--- config.mk ---
export PLATFORM = sky130hd
export DESIGN_NAME = cpu_sequencer
export DESIGN_NICKNAME = d
export VERILOG_FILES = /design/src/rtl/cpu_sequencer.sv
export SDC_FILE = /design/constraint.sdc
export NUM_CORES = 1
export LEC_CHECK = 0
export CORE_ASPECT_RATIO = 1.1
export CORE_UTILIZATION = 23
export CTS_CLUSTER_DIAMETER = 80
export DETAILED_ROUTE_END_ITERATION = 8
export GPL_TIMING_DRIVEN = 0
export HOLD_SLACK_MARGIN = 0.02
export PLACE_DENSITY_LB_ADDON = 0.12
export SETUP_SLACK_MARGIN = 0.15
export SKIP_LAST_GASP = 1
export SYNTH_ARGS = -nofsm -noshare
export SYNTH_HDL_FRONTEND = slang
export SYNTH_SLANG_ARGS = --single-unit
--- constraint.sdc ---
create_clock -name clk -period 1.9 [get_ports clk]
set_input_delay 0.38 -clock clk [delete_from_list [all_inputs] [get_ports clk]]
set_output_delay 0.38 -clock clk [all_outputs]
set_load 0.02 [all_outputs]
--- src/rtl/cpu_sequencer.sv ---
// cpu_sequencer: multi-cycle FETCH/DECODE/EXEC/MEM/WB control sequencer for an
// RV32I datapath. Fetches over a req/ack port, decodes into a registered
// control bundle, and is the only block that strobes PC update / reg write.
module cpu_sequencer #(
  parameter bit RESET_STATE_FETCH = 1'b1
) (
  input  logic        clk,
  input  logic        rst,
  input  logic        start,
  output logic        imem_req,
  input  logic        imem_ack,
  input  logic [31:0] imem_rdata,
  output logic        dmem_req,
  output logic        dmem_we,
  input  logic        dmem_ack,
  output logic [1:0]  dmem_size,
  input  logic        BrEq,
  input  logic        BrLT,
  output logic [31:0] instruction,
  output logic        PCSel,
  output logic        BSel,
  output logic        ASel,
  output logic        BrUn,
  output logic        isWreg,
  output logic        en_fetch,
  output logic        branch,
  output logic [1:0]  WBSel,
  output logic [4:0]  alu_ctrl,
  output logic [4:0]  Radd1,
  output logic [4:0]  Radd2,
  output logic [4:0]  Wadd,
  output logic        halted,
  output logic [2:0]  state_o
);

  typedef enum logic [2:0] {
    S_IDLE = 3'd0, S_FETCH = 3'd1, S_DECODE = 3'd2, S_EXEC = 3'd3,
    S_MEM = 3'd4, S_WB = 3'd5, S_HALT = 3'd6
  } state_e;

  localparam logic [4:0] ALU_ADD = 5'd0, ALU_SUB = 5'd1, ALU_SLL = 5'd2,
    ALU_SLT = 5'd3, ALU_SLTU = 5'd4, ALU_XOR = 5'd5, ALU_SRL = 5'd6,
    ALU_SRA = 5'd7, ALU_OR = 5'd8, ALU_AND = 5'd9, ALU_PASSB = 5'd10;

  typedef struct packed {
    logic       legal;
    logic       is_load;
    logic       is_store;
    logic       is_branch;
    logic       is_jump;
    logic       writes;
    logic       asel;
    logic       bsel;
    logic       brun;
    logic [1:0] wbsel;
    logic [4:0] alu;
    logic [1:0] size;
  } ctrl_t;

  state_e      state_q, state_d;
  logic [31:0] instr_q;
  ctrl_t       ctrl_q, dec;
  logic        taken_q, taken_d, bad_br;

  logic [6:0] op;
  logic [2:0] f3;
  logic [6:0] f7;
  assign op = imem_rdata[6:0];
  assign f3 = imem_rdata[14:12];
  assign f7 = imem_rdata[31:25];

  // funct3 -> ALU op; alt selects SUB/SRA
  function automatic logic [4:0] alu_of(input logic [2:0] fn, input logic alt);
    case (fn)
      3'd0:    alu_of = alt ? ALU_SUB : ALU_ADD;
      3'd1:    alu_of = ALU_SLL;
      3'd2:    alu_of = ALU_SLT;
      3'd3:    alu_of = ALU_SLTU;
      3'd4:    alu_of = ALU_XOR;
      3'd5:    alu_of = alt ? ALU_SRA : ALU_SRL;
      3'd6:    alu_of = ALU_OR;
      default: alu_of = ALU_AND;
    endcase
  endfunction

  // Decode the incoming fetch word so the bundle is registered on the ack edge
  always_comb begin
    dec       = '0;
    dec.wbsel = 2'd1;
    case (op)
      7'b0110111: begin dec.legal = 1'b1; dec.writes = 1'b1; dec.bsel = 1'b1; dec.alu = ALU_PASSB; end
      7'b0010111: begin dec.legal = 1'b1; dec.writes = 1'b1; dec.asel = 1'b1; dec.bsel = 1'b1; end
      7'b1101111: begin
        dec.legal = 1'b1; dec.writes = 1'b1; dec.is_jump = 1'b1;
        dec.asel = 1'b1; dec.bsel = 1'b1; dec.wbsel = 2'd2;
      end
      7'b1100111: begin
        dec.legal = (f3 == 3'd0); dec.writes = 1'b1; dec.is_jump = 1'b1;
        dec.bsel = 1'b1; dec.wbsel = 2'd2;
      end
      // bad branch funct3 is caught in EXEC
      7'b1100011: begin
        dec.legal = 1'b1; dec.is_branch = 1'b1; dec.asel = 1'b1; dec.bsel = 1'b1;
        dec.brun = (f3[2:1] == 2'b11);
      end
      7'b0000011: begin
        dec.legal = (f3[1:0] != 2'd3) && !(f3[2] && f3[1]);
        dec.is_load = 1'b1; dec.writes = 1'b1; dec.bsel = 1'b1;
        dec.wbsel = 2'd0; dec.size = f3[1:0];
      end
      7'b0100011: begin
        dec.legal = !f3[2] && (f3[1:0] != 2'd3);
        dec.is_store = 1'b1; dec.bsel = 1'b1; dec.size = f3[1:0];
      end
      7'b0010011: begin
        dec.legal = (f3 == 3'd1) ? (f7 == 7'h00) :
                    (f3 == 3'd5) ? (f7 == 7'h00 || f7 == 7'h20) : 1'b1;
        dec.writes = 1'b1; dec.bsel = 1'b1;
        dec.alu = alu_of(f3, (f3 == 3'd5) && f7[5]);
      end
      7'b0110011: begin
        dec.legal  = (f7 == 7'h00) || (f7 == 7'h20 && (f3 == 3'd0 || f3 == 3'd5));
        dec.writes = 1'b1; dec.alu = alu_of(f3, f7[5]);
      end
      7'b0001111: begin dec.legal = 1'b1; dec.bsel = 1'b1; end
      default:    dec.legal = 1'b0;
    endcase
  end

  // Branch condition from the instruction register and datapath compares
  always_comb begin
    taken_d = 1'b0;
    bad_br  = 1'b0;
    case (instr_q[14:12])
      3'd0:       taken_d = BrEq;
      3'd1:       taken_d = !BrEq;
      3'd4, 3'd6: taken_d = BrLT;
      3'd5, 3'd7: taken_d = !BrLT;
      default:    bad_br  = ctrl_q.is_branch;
    endcase
  end

  // State register
  always_ff @(posedge clk) begin
    if (rst) state_q <= RESET_STATE_FETCH ? S_FETCH : S_IDLE;
    else     state_q <= state_d;
  end

  // Instruction register, control bundle and branch outcome
  always_ff @(posedge clk) begin
    if (rst) begin
      instr_q <= 32'h0000_0013;
      ctrl_q  <= '0;
      taken_q <= 1'b0;
    end else begin
      if (state_q == S_FETCH && imem_ack) begin
        instr_q <= imem_rdata;
        ctrl_q  <= dec;
      end
      if (state_q == S_EXEC) taken_q <= taken_d;
    end
  end

  // Next-state logic
  always_comb begin
    state_d = state_q;
    case (state_q)
      S_IDLE:   if (start) state_d = S_FETCH;
      S_FETCH:  if (imem_ack) state_d = S_DECODE;
      S_DECODE: state_d = ctrl_q.legal ? S_EXEC : S_HALT;
      S_EXEC:   state_d = bad_br ? S_HALT :
                          (ctrl_q.is_load || ctrl_q.is_store) ? S_MEM : S_WB;
      S_MEM:    if (dmem_ack) state_d = S_WB;
      S_WB:     state_d = S_FETCH;
      S_HALT:   state_d = S_HALT;
      default:  state_d = S_HALT;
    endcase
  end

  // Outputs: strobes decoded from state, bundle from registers
  always_comb begin
    imem_req  = (state_q == S_FETCH);
    dmem_req  = (state_q == S_MEM);
    dmem_we   = (state_q == S_MEM) && ctrl_q.is_store;
    en_fetch  = (state_q == S_WB);
    isWreg    = (state_q == S_WB) && ctrl_q.writes && (instr_q[11:7] != 5'd0);
    branch    = (state_q == S_WB) && ctrl_q.is_branch && taken_q;
    PCSel     = (state_q == S_WB) && (ctrl_q.is_jump || (ctrl_q.is_branch && taken_q));
    halted    = (state_q == S_HALT);
    dmem_size = ctrl_q.size;
    ASel      = ctrl_q.asel;
    BSel      = ctrl_q.bsel;
    BrUn      = ctrl_q.brun;
    WBSel     = ctrl_q.wbsel;
    alu_ctrl  = ctrl_q.alu;
  end

  assign instruction = instr_q;
  assign Radd1       = instr_q[19:15];
  assign Radd2       = instr_q[24:20];
  assign Wadd        = instr_q[11:7];
  assign state_o     = state_q;

endmodule
==> impl_metrics.json, run 1 <==
{
  "synthArstFlopShare_pct": 0,
  "cpPeakStageDelay_ps": 380,
  "postPlaceCellArea_um2": 3720,
  "antenna_found_initial": 0,
  "clkSinkCount": 53,
  "stdcell_area_um2": 4040,
  "rows": 39,
  "place_congestion": 0.837,
  "cts.clk_slew.worst_paths_ps": 70,
  "core_um2": 10500,
  "rsz0062_at_grt": "yes",
  "cp.arrival_ps": 1460,
  "drt-total-wl_um": 7700,
  "avgViaCountPerCell": 4.40,
  "synth_top_cells_by_count": "75 x nand2_1, 53 x dfxtp_1, 44 x a21oi_1",
  "hold_start": "imem_rdata[4]",
  "cpMaxStageDelayCell": "or3_4",
  "path_max_fanout": 3,
  "dp_hpwl_um": 5860,
  "slew_headroom_pct": 62.2,
  "worst_slew_pin_slew_ps": 567,
  "vias": 2547,
  "avgRoutedWirePerCell_um": 13.3,
  "status": "finished, final reports clean",
  "drc": 0,
  "clockBufferDepth": 2,
  "setup_viol": 0,
  "fin_crit_sh_pct": 96.7,
  "path_cells": "or3_4 -> o311a_1 -> buf_6",
  "fin_crit_ps": 1840,
  "crit_buf_inv": 1,
  "grt-ovfl-total": 0,
  "ys_types": 45,
  "die_area_um2": 11300,
  "track_usage_pct": 13.8,
  "synth_ff_type": "dfxtp_1",
  "postRouteAntennaNets": 0,
  "synth_area_leader_cell": "dfxtp_1",
  "drv_slew": 0,
  "final_nets": 474,
  "synth_edf_count": 0,
  "drtIter0Drc": 103,
  "synth_top_area_share_pct": 42.4,
  "cts_tree": "done",
  "syn_avg_cell_area_um2": 7.77,
  "synth.area.top_cells": "dfxtp_1 42%, nand2_1 11%, a21oi_1 8.8%, buf_4 7.5%, nor2_1 3.3%",
  "vdd_drop_max_v": 0.000438,
  "crit_path_start": "instruction[7]$_SDFFE_PP0P_",
  "multi_input_area_um2": 1210,
  "timing.fmax_mhz": 544,
  "cp-start-kind": "flip-flop",
  "drv_cap": 0,
  "initial_core_util_pct": 23.8,
  "finClkSkew_ps": 4.12,
  "hold_viol": 0,
  "htreeDepth": 2,
  "ios": 109,
  "grt_max_degree": 16,
  "reg2reg_from": "state_o[1]$_SDFFE_PP0P_",
  "grt_pass1_vias": 2331,
  "final_util_pct": 38.5,
  "drive_gt1_share_pct": 17.0,
  "first_pass_iters": 5,
  "cp-end-kind": "primary output",
  "fp.dieW_um": 101,
  "instances_no_fill": 579,
  "p_per_area_nw_per_um2": 861,
  "syn2layout_area_growth_pct": 61.6,
  "syn_inst": 322,
  "root_buffer": "clkbuf_16",
  "placed_cells": 568,
  "io_buffer_count": 103,
  "p_total_mw": 3.48,
  "ys_seq_area_share_pct": 42.4,
  "yosysWarnings": 0,
  "die_h_um": 111,
  "ys_ff_latch": 53,
  "worstHoldPathType": "in2reg",
  "synth_area_um2": 2500,
  "cp_top_family": "simple AND/OR/NAND/NOR gates",
  "grt_pass1_wl_um": 12000,
  "leakage_nw": 1.79,
  "path_class": "reg2out",
  "syn-num-nets": 361,
  "whs_ps": 339,
  "clk_latency_ps": 290,
  "synth.most_common_cell": "nand2_1",
  "nFillCells": 1150,
  "worstPathRequired_ps": 1520,
  "numCtsBuffers": 5,
  "diodes": 0,
  "seq_area_um2": 1070
}
through the flow:
stage / setup slack, ps / setup TNS, ps
2_1_floorplan: 138 / 0
6_report: 62.7 / 0
3_5_place_dp: -346 / -3310
4_1_cts: -114 / -114
3_3_place_gp: -330 / -3190
5_1_grt: 27.1 / 0
tightest hold or removal path: cells and delay by family:
kind	cells	cell delay [ps]
buf+inv	1	100
simple gates	2	120
layout make-up:
class / instances / area share [%]
multi-input cells: 217 / 30.0
repair buffers: 106 / 26.8
flip-flops and latches: 53 / 26.5
plain buffers: 46 / 7.43
well taps: 143 / 4.43
clock buffers: 7 / 3.53
clock inverters: 1 / 0.743
inverters: 6 / 0.557
flip-flops by register name (all words and copies together), names as in the netlist:
name and cells:
instruction 32, ASel 1, dmem_size 2, BrUn 1, WBSel 2, ctrl_q 6
state_o 3, alu_ctrl 4, taken_q 1, BSel 1
routing by layer:
metal  vias to the layer above  share of wire, %  routed length, um  global-route usage [%]
met1                      1161                47               3610                    17.8
li1                       1301                 -                  -                       -
met2                        81                47               3590                    22.6
met3                         4               5.4                415                    2.95
met4                         0               1.2                 90                    4.35
met5                         -                 0                  0                       0
power breakdown:
part           switching (mW)  total (mW)  internal, mW
clock network           0.402        1.06         0.659
logic                   0.591        1.11         0.520
registers              0.0807        1.31          1.23
cells by family (layout without fill, tap and decap cells):
family / after synthesis / after routing / synth area share [%]
compound gates: 78 / 78 / 19.2
buf+inv: 52 / 166 / 12.4
flops: 53 / 53 / 42.4
mux: 1 / 1 / 0.400
other cells: 1 / 1 / 0.150
simple gates: 137 / 137 / 25.5
final timing paths:
kind / cells after the start / slack (ps) / end
max: 3 / 60 / isWreg
min: 3 / 340 / instruction[4]$_SDFFE_PP1P_
max reg2reg: 7 / 310 / WBSel[1]$_SDFFE_PP0P_
min reg2reg: 2 / 450 / instruction[6]$_SDFFE_PP0P_
what timing repair did:
item,in CTS,in global routing
hold buffers,0,0
pin swaps,4,9
buffers inserted,0,3
gates resized for setup,37,48
gates cloned,0,0
endpoints found under the setup margin,24,26
layout by cell type, fill, tap and decap left out, types with 6 or more instances in the layout:
| cell type | synthesis | final |
|---|---|---|
| nand2_1 | 75 | 74 |
| clkdlybuf4s50_1 | 0 | 71 |
| dfxtp_1 | 53 | 49 |
| a21oi_1 | 44 | 44 |
| buf_4 | 25 | 29 |
| nor2_1 | 22 | 22 |
| dlymetal6s2s_1 | 0 | 19 |
| buf_2 | 10 | 10 |
| clkbuf_1 | 10 | 9 |
| nor3_1 | 8 | 8 |
| o21ai_0 | 6 | 6 |
| dlygate4sd2_1 | 0 | 6 |
Power figures use the tool's default switching activity.
==> run 2: changes to the inputs <==
--- a/config.mk
+++ b/config.mk
@@ -11,7 +11,7 @@
 export DETAILED_ROUTE_END_ITERATION = 8
 export GPL_TIMING_DRIVEN = 0
 export HOLD_SLACK_MARGIN = 0.02
-export PLACE_DENSITY_LB_ADDON = 0.12
+export PLACE_DENSITY = 0.56
 export SETUP_SLACK_MARGIN = 0.15
 export SKIP_LAST_GASP = 1
 export SYNTH_ARGS = -nofsm -noshare
==> run 2 against run 1 <==
Global-route usage increased by 0.19 points. Cell count unchanged. Clock power fell by 13%. Largest power group unchanged. Core utilization down 0.45 points. Clock skew grew 1.1 ps. Non-clock buffer count is 1 higher. Via count up 2.4%. Critical path depth unchanged. Count of clock-buffer cells in the layout unchanged. Sequential cell count did not move. Routed wire length grew 2.2%. Die area is the same.
==> impl_metrics.json, run 2 (synthesized netlist as in run 1, its figures left out) <==
{
  "min_to": "instruction[4]$_SDFFE_PP1P_",
  "grt_use_met2_pct": 24.1,
  "layout_common_cells": "74 x nand2_1, 71 x clkdlybuf4s50_1, 49 x dfxtp_1",
  "status": "finished, final reports clean",
  "worstPathRequired_ps": 1520,
  "finClkSkew_ps": 5.18,
  "syn2layout_area_growth_pct": 59.7,
  "min_path_cells": 3,
  "r2r_end": "ctrl_q[13]$_SDFFE_PP0P_",
  "initial_core_util_pct": 23.8,
  "timing.fmax_mhz": 547,
  "die_h_um": 111,
  "r2r_slack_ps": 300,
  "stdcell_area_um2": 4000,
  "final_nets": 475,
  "setup_viol": 0,
  "diodes": 0,
  "grt_pass1_vias": 2435,
  "cts_hold_buf": 0,
  "htreeDepth": 2,
  "fin_crit_ps": 1830,
  "crit_path_start": "instruction[7]$_SDFFE_PP0P_",
  "drv_cap": 0,
  "clockBufferDepth": 2,
  "numCtsBuffers": 5,
  "grt_max_degree": 15,
  "place_congestion": 0.855,
  "largest_reg_flops": 32,
  "grt_pass1_wl_um": 12200,
  "leakage_nw": 1.78,
  "postRouteAntennaNets": 0,
  "worst_slew_pin_slew_ps": 500,
  "die_area_um2": 11300,
  "grtUsageMet3_pct": 2.95,
  "path_max_fanout": 4,
  "rows": 39,
  "slew_headroom_pct": 66.7,
  "p_total_mw": 3.34,
  "cp-end-kind": "primary output",
  "final_common_cell": "nand2_1",
  "drive_gt1_share_pct": 16.3,
  "drv_slew": 0,
  "grt-ovfl-total": 0,
  "worstHoldPathType": "in2reg",
  "drc": 0,
  "drt-total-wl_um": 7870,
  "path_class": "reg2out",
  "core_um2": 10500,
  "rsz0062_at_grt": "yes",
  "root_buffer": "clkbuf_16",
  "avgViaCountPerCell": 4.50,
  "vdd_drop_max_v": 0.000376,
  "fin_crit_sh_pct": 96.2,
  "fp.dieW_um": 101,
  "vias": 2607,
  "cts.clk_slew.worst_paths_ps": 70,
  "antenna_found_initial": 0,
  "io_buffer_count": 103,
  "clk_latency_ps": 290,
  "clkSinkCount": 53,
  "p_per_area_nw_per_um2": 836,
  "hold_viol": 0,
  "track_usage_pct": 13.9,
  "cp.arrival_ps": 1450,
  "whs_ps": 347,
  "avgRoutedWirePerCell_um": 13.6,
  "ios": 109,
  "reg2reg_from": "state_o[0]$_SDFFE_PP1P_",
  "grtUsageMet1_pct": 17.5,
  "cp-start-kind": "flip-flop",
  "drtIter0Drc": 99,
  "dp_hpwl_um": 5940,
  "fin_tns_setup_ps": 0,
  "first_pass_iters": 4,
  "top_usage_layer": "met2",
  "postPlaceCellArea_um2": 3720,
  "cts_tree": "done",
  "ff2ff_path_depth": 7,
  "hold_start": "imem_rdata[4]",
  "final_util_pct": 38.1
}
[run 2: critical path: stages, from the launching register on]
cell	delay [ps]
dfxtp_2	340
or3_1	370
o311a_1	290
buf_4	160
[run 2: cell type report]
class	count	area (um2)
Sequential cell	53	1070
Inverter	6	25.0
Fill cell	1117	6500
Multi-Input combinational cell	217	1190
Clock buffer	7	143
Timing Repair Buffer	107	1090
Buffer	46	300
Tap cell	143	179
[run 2: layer usage]
layer  share of wire [%]  vias to the layer above
li1                    -                     1298
met1                  45                     1227
met2                  49                       75
met3                 5.2                        7
met4                0.97                        0
met5                   0                        -
[run 2: metrics by stage]
step	cells	setup WS [ps]
finish	579	71.9
global route	579	9.53
CTS	576	-106
detailed placement	568	-423
global placement	568	-389
floorplan	322	138
[run 2: where the power goes]
part           internal [mW]  leakage [nW]  switching [mW]
clock network          0.519        0.0700           0.401
registers               1.23         0.434          0.0809
logic                  0.516          1.27           0.596
[run 2: what timing repair did]
| action | CTS | global route |
|---|---|---|
| buffers inserted | 1 | 3 |
| endpoints found under the setup margin | 20 | 43 |
| resized for setup | 39 | 38 |
| pin swaps | 2 | 6 |
[run 2: worst max-delay path by stage]
| stage | to | slack (ps) |
|---|---|---|
| final | isWreg | 70 |
| after global routing | isWreg | 10 |
| after CTS | isWreg | -110 |
| after detailed placement | alu_ctrl[0]$_SDFFE_PP0P_ | -420 |
| after global placement | alu_ctrl[0]$_SDFFE_PP0P_ | -390 |
| after floorplan | isWreg | 140 |
